**src/rtl/arm_pipe_pkg.sv**
```systemverilog
// Shared definitions for the ARM pipeline hazard control slice:
// register-number width, memory-wait FSM states and operand compare helper.
package arm_pipe_pkg;

  localparam int REG_W = 4;

  typedef enum logic [1:0] {
    IDLE = 2'd0,
    WAIT = 2'd1,
    ERR  = 2'd2
  } mem_state_t;

  // True when either used ID source names the given destination register.
  // The compare is exact over all REG_W bits, so R15 is treated like any other register.
  function automatic logic dep_hit(
    input logic             use_src1,
    input logic [REG_W-1:0] src1,
    input logic             use_src2,
    input logic [REG_W-1:0] src2,
    input logic [REG_W-1:0] dest
  );
    return (use_src1 && (src1 == dest)) || (use_src2 && (src2 == dest));
  endfunction

endpackage

```
**src/rtl/hazard_mem_fsm.sv**
```systemverilog
// Memory-wait FSM: tracks an outstanding SRAM access, raises mem_stall while
// the handshake is pending and flags a sticky error when it times out.
module hazard_mem_fsm
  import arm_pipe_pkg::*;
#(
  parameter int TIMEOUT = 64
) (
  input  logic clk,
  input  logic rst,
  input  logic mem_req,
  input  logic mem_ready,
  output logic mem_stall,
  output logic mem_err
);

  localparam int WCW = (TIMEOUT > 1) ? $clog2(TIMEOUT) : 1;
  localparam logic [WCW-1:0] LAST_CNT = WCW'(TIMEOUT - 1);

  mem_state_t     state_reg;
  logic [WCW-1:0] wait_cnt_reg;
  logic           mem_err_reg;

  // State, wait counter and sticky error flag; an access aborted by reset is not replayed.
  always_ff @(posedge clk or negedge rst) begin
    if (!rst) begin
      state_reg    <= IDLE;
      wait_cnt_reg <= '0;
      mem_err_reg  <= 1'b0;
    end else begin
      case (state_reg)
        IDLE: begin
          // A ready in the request cycle is a zero-wait access.
          if (mem_req && !mem_ready) begin
            state_reg    <= WAIT;
            wait_cnt_reg <= '0;
          end
        end
        WAIT: begin
          wait_cnt_reg <= wait_cnt_reg + 1'b1;
          if (mem_ready) begin
            state_reg <= IDLE;
          end else if (wait_cnt_reg == LAST_CNT) begin
            state_reg   <= ERR;
            mem_err_reg <= 1'b1;
          end
        end
        ERR: begin
          // Any late ready is dropped; the error stays latched.
          mem_err_reg <= 1'b1;
          state_reg   <= IDLE;
        end
        default: state_reg <= IDLE;
      endcase
    end
  end

  assign mem_stall = rst && mem_req && !mem_ready && (state_reg != ERR);
  assign mem_err   = mem_err_reg;

endmodule

```
**src/rtl/pipe_hazard_ctrl.sv**
```systemverilog
// Pipeline hazard controller: RAW hazard detection, branch squash, memory
// freeze priority mux and saturating stall/flush statistics.
module pipe_hazard_ctrl
  import arm_pipe_pkg::*;
#(
  parameter int TIMEOUT = 64,
  parameter int CNT_W   = 16
) (
  input  logic             clk,
  input  logic             rst,
  input  logic             forward_en,
  input  logic [REG_W-1:0] id_src1,
  input  logic [REG_W-1:0] id_src2,
  input  logic             id_use_src1,
  input  logic             id_use_src2,
  input  logic [REG_W-1:0] exe_dest,
  input  logic             exe_wb_en,
  input  logic             exe_mem_read,
  input  logic             exe_b,
  input  logic [REG_W-1:0] mem_dest,
  input  logic             mem_wb_en,
  input  logic             mem_req,
  input  logic             mem_ready,
  output logic             freeze_pc,
  output logic             flush_if_id,
  output logic             flush_id_ex,
  output logic             freeze_all,
  output logic             mem_err,
  output logic [CNT_W-1:0] stall_cnt,
  output logic [CNT_W-1:0] flush_cnt
);

  logic             mem_stall;
  logic             exe_hit;
  logic             mem_hit;
  logic             hz;
  logic [CNT_W-1:0] stall_cnt_reg;
  logic [CNT_W-1:0] flush_cnt_reg;

  hazard_mem_fsm #(
    .TIMEOUT(TIMEOUT)
  ) u_fsm (
    .clk      (clk),
    .rst      (rst),
    .mem_req  (mem_req),
    .mem_ready(mem_ready),
    .mem_stall(mem_stall),
    .mem_err  (mem_err)
  );

  // With forwarding only a load in EXE can't be bypassed; without it any pending write is a hazard.
  always_comb begin
    exe_hit = dep_hit(id_use_src1, id_src1, id_use_src2, id_src2, exe_dest);
    mem_hit = dep_hit(id_use_src1, id_src1, id_use_src2, id_src2, mem_dest);
    if (forward_en) begin
      hz = exe_wb_en && exe_mem_read && exe_hit;
    end else begin
      hz = (exe_wb_en && exe_hit) || (mem_wb_en && mem_hit);
    end
  end

  // Priority: memory freeze, then taken branch, then data hazard; everything low in reset.
  always_comb begin
    freeze_pc   = 1'b0;
    flush_if_id = 1'b0;
    flush_id_ex = 1'b0;
    freeze_all  = 1'b0;
    if (!rst) begin
      freeze_pc = 1'b0;
    end else if (mem_stall) begin
      freeze_all = 1'b1;
      freeze_pc  = 1'b1;
    end else if (exe_b) begin
      flush_if_id = 1'b1;
      flush_id_ex = 1'b1;
    end else if (hz) begin
      freeze_pc   = 1'b1;
      flush_id_ex = 1'b1;
    end
  end

  // Saturating statistics: cycles frozen and branch flushes.
  always_ff @(posedge clk or negedge rst) begin
    if (!rst) begin
      stall_cnt_reg <= '0;
      flush_cnt_reg <= '0;
    end else begin
      if (freeze_pc && (stall_cnt_reg != {CNT_W{1'b1}})) begin
        stall_cnt_reg <= stall_cnt_reg + 1'b1;
      end
      if (flush_if_id && (flush_cnt_reg != {CNT_W{1'b1}})) begin
        flush_cnt_reg <= flush_cnt_reg + 1'b1;
      end
    end
  end

  assign stall_cnt = stall_cnt_reg;
  assign flush_cnt = flush_cnt_reg;

endmodule

```
**config.mk**
```make
export PLATFORM = sky130hd
export DESIGN_NAME = pipe_hazard_ctrl
export DESIGN_NICKNAME = d
export VERILOG_FILES = /design/src/rtl/arm_pipe_pkg.sv /design/src/rtl/hazard_mem_fsm.sv /design/src/rtl/pipe_hazard_ctrl.sv
export SDC_FILE = /design/constraint.sdc
export NUM_CORES = 1
export LEC_CHECK = 0
export BUFFER_PORTS_ARGS = -buffer_cell sky130_fd_sc_hd__buf_2
export CAP_MARGIN = 15
export CORE_UTILIZATION = 46
export DETAILED_ROUTE_END_ITERATION = 16
export PLACE_DENSITY = 0.73
export SETUP_SLACK_MARGIN = 0.05
export SLEW_MARGIN = 20
export SYNTH_ARGS = -nofsm -noshare
export SYNTH_HDL_FRONTEND = slang
export SYNTH_SLANG_ARGS = --single-unit
```
**constraint.sdc**
```tcl
create_clock -name clk -period 1.75 [get_ports clk]
set_input_delay 0.0875 -clock clk [delete_from_list [all_inputs] [get_ports clk]]
set_output_delay 0.0875 -clock clk [all_outputs]
set_load 0.01 [all_outputs]
```
==> results.json, run 1 <==
{
  "status": "finished, violations left",
  "violations": "setup timing",
  "place_area_um2": 2720,
  "cp-startpoint": "flush_cnt[7]",
  "fin_crit_sh_pct": 103,
  "tightest_slew_ns": 0.486,
  "p_leak_nw": 1.50,
  "synth-edff-count": 0,
  "mostFrequentLayoutCell": "buf_2",
  "clock_latency_ns": 0.30,
  "design_area_um2": 3040,
  "wl_per_cell_um": 14.7,
  "place_inst": 342,
  "clk_pin_slew_worst_paths_ns": 0.08,
  "fp.coreArea_um2": 4410,
  "layout_setup_ws_ns": -0.0540,
  "avgViaCountPerCell": 5.31,
  "track_usage_pct": 22.4,
  "path_max_fanout": 5,
  "ys_warn_count": 0,
  "numCtsBuffers": 5,
  "yosysTopAreaCell": "dfrtp_1",
  "worstReg2RegStart": "flush_cnt[7]",
  "rows": 24,
  "cp-end-kind": "register",
  "gp_congestion": 0.845,
  "startpoint_type": "register",
  "avgSynthCellArea_um2": 10.4,
  "vias": 1921,
  "hold_viol_final": 0,
  "grt_pass1_wl_um": 8720,
  "start_util_pct": 48.2,
  "min_from": "mem_req",
  "synth_area_leaders": "dfrtp_1, xnor2_1, xor2_1, nand3_1, nand4_1",
  "skew_ns": 0.00853,
  "drive_gt1_share_pct": 44.2,
  "die_x_um": 70.0,
  "tritoncts": "yes",
  "cp.required_ns": 1.95,
  "cts.sinks": 41,
  "num_io_pins": 64,
  "rsz0062_at_grt": "true",
  "synth_flop_cell": "dfrtp_1",
  "wirelength_um": 5310,
  "synthArstFlopShare_pct": 100,
  "synthCells": 204,
  "relSlewSlack_pct": 67.5,
  "portBuffers": 63,
  "fin_tns_setup_ns": -0.0582,
  "powerDensity_nw_per_um2": 883,
  "cts_max_path_buffers": 2,
  "report.final.slew_viol_count": 0,
  "post-route-util_pct": 69.0,
  "synth_top_area_share_pct": 48.2,
  "grt_max_degree": 28,
  "ir_drop_uv": 605,
  "syn-num-nets": 234,
  "synth-seq-cells": 41,
  "dieArea_um2": 4900,
  "h-tree-depth": 2,
  "setup_viol": 3,
  "fin_nets": 339,
  "antenna_left": 0,
  "worstSetupPathType": "register to register",
  "grt.overflow.total": 0,
  "drc": 0,
  "drv_cap": 0,
  "grt_pass1_vias": 1933,
  "hold_class": "primary input to register",
  "timing.hold.ws_ns": 0.127,
  "final_cell_mix": "buf_2, dfrtp_1, buf_4",
  "antenna_found_initial": 0,
  "cp.arrival_ns": 2.00,
  "period_needed_ns": 1.80,
  "antenna-diode-count": 0,
  "synth_area_um2": 2130,
  "area_delta_synth_final_pct": 43.0,
  "yosys.cell_types.count": 37,
  "max_freq_mhz": 554,
  "ys_seq_area_share_pct": 48.2,
  "root_buffer": "clkbuf_8",
  "drtIter0Drc": 115,
  "die_y_um": 70.0,
  "hpwl_um": 3660,
  "fin_cells": 362,
  "drt-pass1-iter-count": 4
}
metrics by stage:
step | power [W] | worst slack [ns]
4_1_cts | 0.00267 | 0.00417
3_3_place_gp | 0.00194 | 0.0411
6_report | 0.00269 | -0.0540
2_1_floorplan | 0.00156 | -0.136
5_1_grt | 0.00282 | -0.103
3_5_place_dp | 0.00196 | -0.00167
power breakdown:
group / switching (W) / total (W) / internal [W]
Combinational: 0.000386 / 0.000792 / 0.000406
Sequential: 0.000118 / 0.00120 / 0.00108
Clock: 0.000340 / 0.000697 / 0.000357
Total: 0.000844 / 0.00269 / 0.00184
layout make-up:
class	count	area (um2)
fillers	345	1370
clock inverters	1	5.00
repair buffers	100	627
well taps	52	65.1
flip-flops and latches	41	1030
multi-input cells	158	1210
inverters	3	11.3
clock buffers	7	96.3
Yosys cell counts (2+ instances only):
cell and instances:
and4_1 2, nand3_1 19, ha_1 3, a31oi_1 2, nor3_1 7, inv_1 3, xnor2_1 28, and3_1 8
and2_1 2, nand2b_1 5, nor2_1 7, o21ai_0 7, nor2b_1 3, mux2_2 4, xor2_1 15, nand2_1 16
nor4_1 2, nand4_1 12, dfrtp_1 41
worst max-delay path, stage by stage (launching register included):
cell and delay, ns:
dfrtp_1 0.36, and3_4 0.19, and3_4 0.23, nand3_4 0.09, o31a_1 0.27, and3_4 0.16
and2_4 0.16, nor2b_4 0.13, xnor2_2 0.11
cells by family after synthesis:
kind of cell / Yosys count / synth area share, %
adder cells (fa/ha/maj): 3 / 1.76
flip-flops: 41 / 48.2
XOR/XNOR: 43 / 17.7
multiplexers: 6 / 3.12
buffers and inverters: 5 / 0.940
AND/OR/NAND/NOR: 88 / 22.5
AO/OA/AOI/OAI: 18 / 5.82
metal layers:
layer | track usage [%] | part of all wire (%) | vias to the layer above | wire length, um
met5 | 0 | 0 | - | 0
met2 | 35.9 | 50 | 54 | 2630
li1 | - | - | 929 | -
met4 | 9.78 | 2.5 | 0 | 133
met3 | 4.18 | 4.3 | 14 | 231
met1 | 29.7 | 44 | 924 | 2320
timing repair:
| item | in CTS | in global routing |
|---|---|---|
| hold endpoints to repair | 43 | 0 |
| cloned | 0 | 0 |
| hold buffers | 4 | 0 |
| pin swaps | 0 | 4 |
| endpoints found under the setup margin | 8 | 22 |
| gates resized for setup | 4 | 19 |
| setup buffers | 4 | 4 |
final timing paths:
kind,to,slack [ns],depth (start not counted)
worst max-delay path,flush_cnt[13],-0.05,8
worst min-delay path,u_fsm.state_reg[0],0.13,3
worst max register to register,flush_cnt[13],-0.05,8
worst min register to register,u_fsm.wait_cnt_reg[5],0.49,1
max in group asynchronous,flush_cnt[5],0.37,4
min in group asynchronous,stall_cnt[7],0.14,2
(Power assumes the default switching activity.)
==> run 2: changes to the inputs <==
--- a/config.mk
+++ b/config.mk
@@ -7,9 +7,11 @@
 export LEC_CHECK = 0
 export BUFFER_PORTS_ARGS = -buffer_cell sky130_fd_sc_hd__buf_2
 export CAP_MARGIN = 15
+export CORE_MARGIN = 8
 export CORE_UTILIZATION = 46
 export DETAILED_ROUTE_END_ITERATION = 16
-export PLACE_DENSITY = 0.73
+export HOLD_SLACK_MARGIN = 0.15
+export PLACE_DENSITY = 0.75
 export SETUP_SLACK_MARGIN = 0.05
 export SLEW_MARGIN = 20
 export SYNTH_ARGS = -nofsm -noshare
==> run 2 against run 1 <==
  * The run now ends clean
  * Clock power shrank 18%
  * Routed wire length grew 1.1%
  * Sequential share of layout area grew 0.78 points
  * Setup slack gained 0.067 ns
  * Critical endpoint unchanged
  * Sequential power is essentially flat
  * Combinational power shrank 1%
  * Final area shrank 2.3%
  * Core utilization shrank 1.6 points
  * Highest routed layer unchanged
  * Final cell count shrank 0.28%
==> results.json, run 2 (synthesis results as in run 1) <==
{
  "status": "finished clean",
  "grt_max_degree": 33,
  "root_buffer": "clkbuf_8",
  "cts_max_path_buffers": 2,
  "period_needed_ns": 1.74,
  "avgViaCountPerCell": 5.20,
  "p_leak_nw": 1.48,
  "hold_viol_final": 0,
  "worstReg2RegStart": "flush_cnt[6]",
  "wirelength_um": 5370,
  "fp.coreArea_um2": 4410,
  "gp_congestion": 0.841,
  "critPathMostFrequentCell": "and3_4",
  "portBuffers": 63,
  "drt-pass1-iter-count": 4,
  "antenna_found_initial": 0,
  "layout_setup_ws_ns": 0.0130,
  "slowest_stage": "dfrtp_2",
  "rows": 24,
  "drc": 0,
  "mostFrequentLayoutCell": "buf_2",
  "die_x_um": 84.0,
  "wl_per_cell_um": 14.9,
  "startpoint_type": "register",
  "vias": 1879,
  "num_io_pins": 64,
  "fin_nets": 339,
  "start_util_pct": 48.2,
  "max_freq_mhz": 576,
  "ir_drop_uv": 639,
  "drv_cap": 0,
  "powerDensity_nw_per_um2": 859,
  "place_area_um2": 2750,
  "tightest_slew_ns": 0.281,
  "numCtsBuffers": 5,
  "critPathMaxStageDelay_ns": 0.36,
  "report.final.slew_viol_count": 0,
  "cp-end-kind": "register",
  "tritoncts": "yes",
  "hold_class": "primary input to asynchronous set/reset pin",
  "hpwl_um": 4170,
  "antenna_left": 0,
  "path_max_fanout": 5,
  "worstRegToRegCells": 8,
  "place_ws_ns": 0.0148,
  "die_y_um": 84.0,
  "area_delta_synth_final_pct": 39.8,
  "track_usage_pct": 15.5,
  "drive_gt1_share_pct": 42.1,
  "drtIter0Drc": 85,
  "cp.required_ns": 1.93,
  "antenna-diode-count": 0,
  "fin_crit_sh_pct": 99.3,
  "clk_pin_slew_worst_paths_ns": 0.08,
  "grt.overflow.total": 0,
  "relSlewSlack_pct": 81.1,
  "rr_endpoint": "flush_cnt[13]",
  "post-route-util_pct": 67.4,
  "cp.arrival_ns": 1.92,
  "design_area_um2": 2980,
  "worstSetupPathType": "register to register",
  "dieArea_um2": 7060,
  "fin_tns_setup_ns": 0,
  "fill_cells": 341,
  "fin_cells": 361,
  "crit_chain": "and3_4, and3_4, nand3_4, o31a_1, and3_4, and2_4, nor2b_4, xnor2_1",
  "skew_ns": 0.00774,
  "r2r_slack_ns": 0.01,
  "rsz0062_at_grt": "true",
  "h-tree-depth": 2,
  "setup_viol": 0,
  "grt_pass1_wl_um": 9050,
  "place_inst": 346,
  "clock_latency_ns": 0.29,
  "grt_pass1_vias": 1989,
  "cts.sinks": 41,
  "final_cell_mix": "buf_2, dfrtp_1, buf_4"
}
run 2: changes by cell type in the layout (fill, tap and decap cells not counted), sizes merged:
cell    change
clkbuf      -1
run 2: worst max-delay path by stage:
| stage | end | slack (ns) | cells past startpoint | startpoint |
|---|---|---|---|---|
| 2_1_floorplan | flush_cnt[13] | -0.14 | 8 | flush_cnt[7] |
| 3_3_place_gp | stall_cnt[2] | 0.04 | 9 | exe_dest[2] |
| 3_5_place_dp | flush_cnt[13] | 0.01 | 8 | flush_cnt[6] |
| 4_1_cts | flush_cnt[13] | 0.02 | 8 | flush_cnt[6] |
| 5_1_grt | flush_cnt[13] | -0.07 | 8 | flush_cnt[8] |
| 6_report | flush_cnt[13] | 0.01 | 8 | flush_cnt[6] |
run 2: report_power, final:
group | switching, W | total, W | internal [W]
Clock | 0.000299 | 0.000570 | 0.000271
Combinational | 0.000390 | 0.000784 | 0.000394
Sequential | 0.000120 | 0.00120 | 0.00108
Total | 0.000808 | 0.00256 | 0.00175
run 2: cell type report:
cell class | count | area [um2] | share of cell area, %
sequential | 41 | 1030 | 34.5
multi-input combinational | 158 | 1190 | 39.9
clock buffer | 6 | 72.6 | 2.44
timing repair buffer | 100 | 608 | 20.4
clock inverter | 1 | 5.00 | 0.168
inverter | 3 | 11.3 | 0.378
tap | 52 | 65.1 | 2.19
run 2: critical path: cells and delay by family, from the launching register on:
kind,cells,cell delay [ns]
simple gates,6,0.90
compound gates,1,0.26
flops,1,0.36
xor+xnor,1,0.11
run 2: stage by stage:
step	power, W	hold slack (ns)
CTS	0.00254	0.327
global placement	0.00192	0.106
finish	0.00256	0.343
global route	0.00272	0.366
floorplan	0.00156	-0.208
detailed placement	0.00195	0.0921
run 2: timing repair:
| action | 4_1_cts | 5_1_grt |
|---|---|---|
| setup endpoints to repair | 6 | 25 |
| gates resized for setup | 2 | 15 |
| pin swaps | 0 | 7 |
| buffers inserted | 3 | 2 |
| hold endpoints to repair | 43 | 0 |
| hold buffers | 3 | 0 |
run 2: metal layers:
layer / global-route usage [%] / up-vias / wire length [um]
li1: - / 932 / -
met1: 18.5 / 883 / 2320
met2: 25.2 / 55 / 2670
met3: 5.76 / 9 / 312
met4: 4.55 / 0 / 66
met5: 0 / - / 0
==> run 3: changes to the inputs <==
--- a/config.mk
+++ b/config.mk
@@ -8,10 +8,10 @@
 export BUFFER_PORTS_ARGS = -buffer_cell sky130_fd_sc_hd__buf_2
 export CAP_MARGIN = 15
 export CORE_MARGIN = 8
-export CORE_UTILIZATION = 46
+export CORE_UTILIZATION = 30
+export CTS_BUF_LIST = sky130_fd_sc_hd__clkbuf_16
 export DETAILED_ROUTE_END_ITERATION = 16
 export HOLD_SLACK_MARGIN = 0.15
-export PLACE_DENSITY = 0.75
 export SETUP_SLACK_MARGIN = 0.05
 export SLEW_MARGIN = 20
 export SYNTH_ARGS = -nofsm -noshare
==> run 3 against run 2 <==
  * Clock power is 51% higher
  * Worst hold slack better by 0.025 ns
  * Final area is 2.6% higher
  * Die area grew 42%
  * Setup slack improved by 0.016 ns
  * Critical endpoint unchanged
==> results.json, run 3 (synthesis results as in run 1) <==
{
  "status": "finished clean",
  "rsz0062_at_grt": "true",
  "drive_gt1_share_pct": 41.9,
  "p_leak_nw": 1.47,
  "hpwl_um": 4250,
  "report.final.slew_viol_count": 0,
  "final_cell_mix": "buf_2, dfrtp_1, buf_4",
  "grt_pass1_vias": 2022,
  "period_needed_ns": 1.72,
  "setup_viol": 0,
  "antenna_left": 0,
  "timing.hold.ws_ns": 0.367,
  "gp_congestion": 0.879,
  "drc": 0,
  "cts_max_path_buffers": 2,
  "wl_per_cell_um": 13.2,
  "die_y_um": 100,
  "crit_chain": "and3_4, and3_4, nand3_4, o31a_1, and3_4, and2_4, nor2b_4, xnor2_1",
  "fill_cells": 683,
  "worst-path-buf-inv": 0,
  "cp.required_ns": 1.92,
  "drv_cap": 0,
  "cts.sinks": 41,
  "num_io_pins": 64,
  "ir_drop_uv": 445,
  "skew_ns": 0.00592,
  "path_max_fanout": 5,
  "clk_pin_slew_worst_paths_ns": 0.06,
  "fin_crit_sh_pct": 98.3,
  "tritoncts": "yes",
  "slowest_stage": "dfrtp_2",
  "avgViaCountPerCell": 4.71,
  "hold_class": "primary input to register",
  "portBuffers": 63,
  "worstReg2RegStart": "flush_cnt[6]",
  "area_delta_synth_final_pct": 43.4,
  "critPathMostFrequentCell": "and3_4",
  "cp-end-kind": "register",
  "dieArea_um2": 10000,
  "critPathMaxStageDelay_ns": 0.35,
  "h-tree-depth": 2,
  "fin_tns_setup_ns": 0,
  "drt-pass1-iter-count": 4,
  "numCtsBuffers": 5,
  "vias": 1902,
  "multi_input_area_um2": 1160,
  "grt_max_degree": 26,
  "start_util_pct": 31.2,
  "cp.arrival_ns": 1.89,
  "rows": 30,
  "tightest_slew_ns": 0.329,
  "fin_nets": 337,
  "worstSetupPathType": "register to register",
  "total_power_w": 0.00286,
  "mostFrequentLayoutCell": "buf_2",
  "fp.coreArea_um2": 6830,
  "antenna_found_initial": 0,
  "clock_latency_ns": 0.28,
  "seq_area_um2": 1030,
  "wirelength_um": 5350,
  "cp-startpoint": "flush_cnt[6]",
  "drtIter0Drc": 60,
  "max_freq_mhz": 581,
  "grt.overflow.total": 0,
  "track_usage_pct": 11.3,
  "antenna-diode-count": 0,
  "powerDensity_nw_per_um2": 937,
  "die_x_um": 100,
  "min_from": "mem_req",
  "cpLargestDelayFamily": "simple AND/OR/NAND/NOR gates",
  "root_buffer": "clkbuf_16",
  "startpoint_type": "register",
  "relSlewSlack_pct": 78.1,
  "hold_viol_final": 0,
  "grt_pass1_wl_um": 9290
}
run 3: report_power, final:
group,switching (W),leakage [nW],internal (W)
registers,0.000116,0.539,0.00109
clock network,0.000349,0.0738,0.000513
logic,0.000390,0.862,0.000404
total,0.000855,1.47,0.00200
run 3: final cells by class:
cell class,count,share of cell area (%)
clock buffer,5,4.10
clock inverter,3,0.369
inverter,3,0.369
multi-input combinational,158,38.2
sequential,41,33.7
tap,96,3.94
timing repair buffer,98,19.3
run 3: routing by layer:
layer  up-vias  GRT usage [%]  wire length, um
li1        935              -                -
met3         8           3.53              330
met2        43           18.8             2580
met4         0           4.19               71
met5         -              0                0
met1       916           13.4             2360
run 3: metrics by stage:
step	setup WS [ns]	cells	instance area [um2]	util, %
detailed placement	0.0169	387	2790	40.8
global placement	0.0301	387	2790	40.8
global route	-0.0346	404	3050	44.7
floorplan	-0.136	204	2170	-
finish	0.0293	404	3050	44.7
CTS	0.0145	402	3000	43.9
run 3: worst paths after layout:
kind                                              end  slack, ns  depth (start not counted)
max in group asynchronous                stall_cnt[8]       1.06                          3
worst min register to register          u_fsm.mem_err       0.47                          1
worst max register to register          flush_cnt[13]       0.03                          8
worst min-delay path            u_fsm.wait_cnt_reg[5]       0.37                          5
min in group asynchronous               flush_cnt[13]       0.39                          3
worst max-delay path                    flush_cnt[13]       0.03                          8
run 3: worst min-delay path, delay by kind of cell:
kind / cells / cell delay, ns
buf+inv: 2 / 0.24
compound gates: 2 / 0.18
simple gates: 1 / 0.10
run 3: what timing repair did:
item	4_1_cts	5_1_grt
pin swaps	0	3
endpoints found under the setup margin	5	23
hold endpoints to repair	43	0
resized for setup	3	11
setup buffers	4	2
hold buffers	3	0
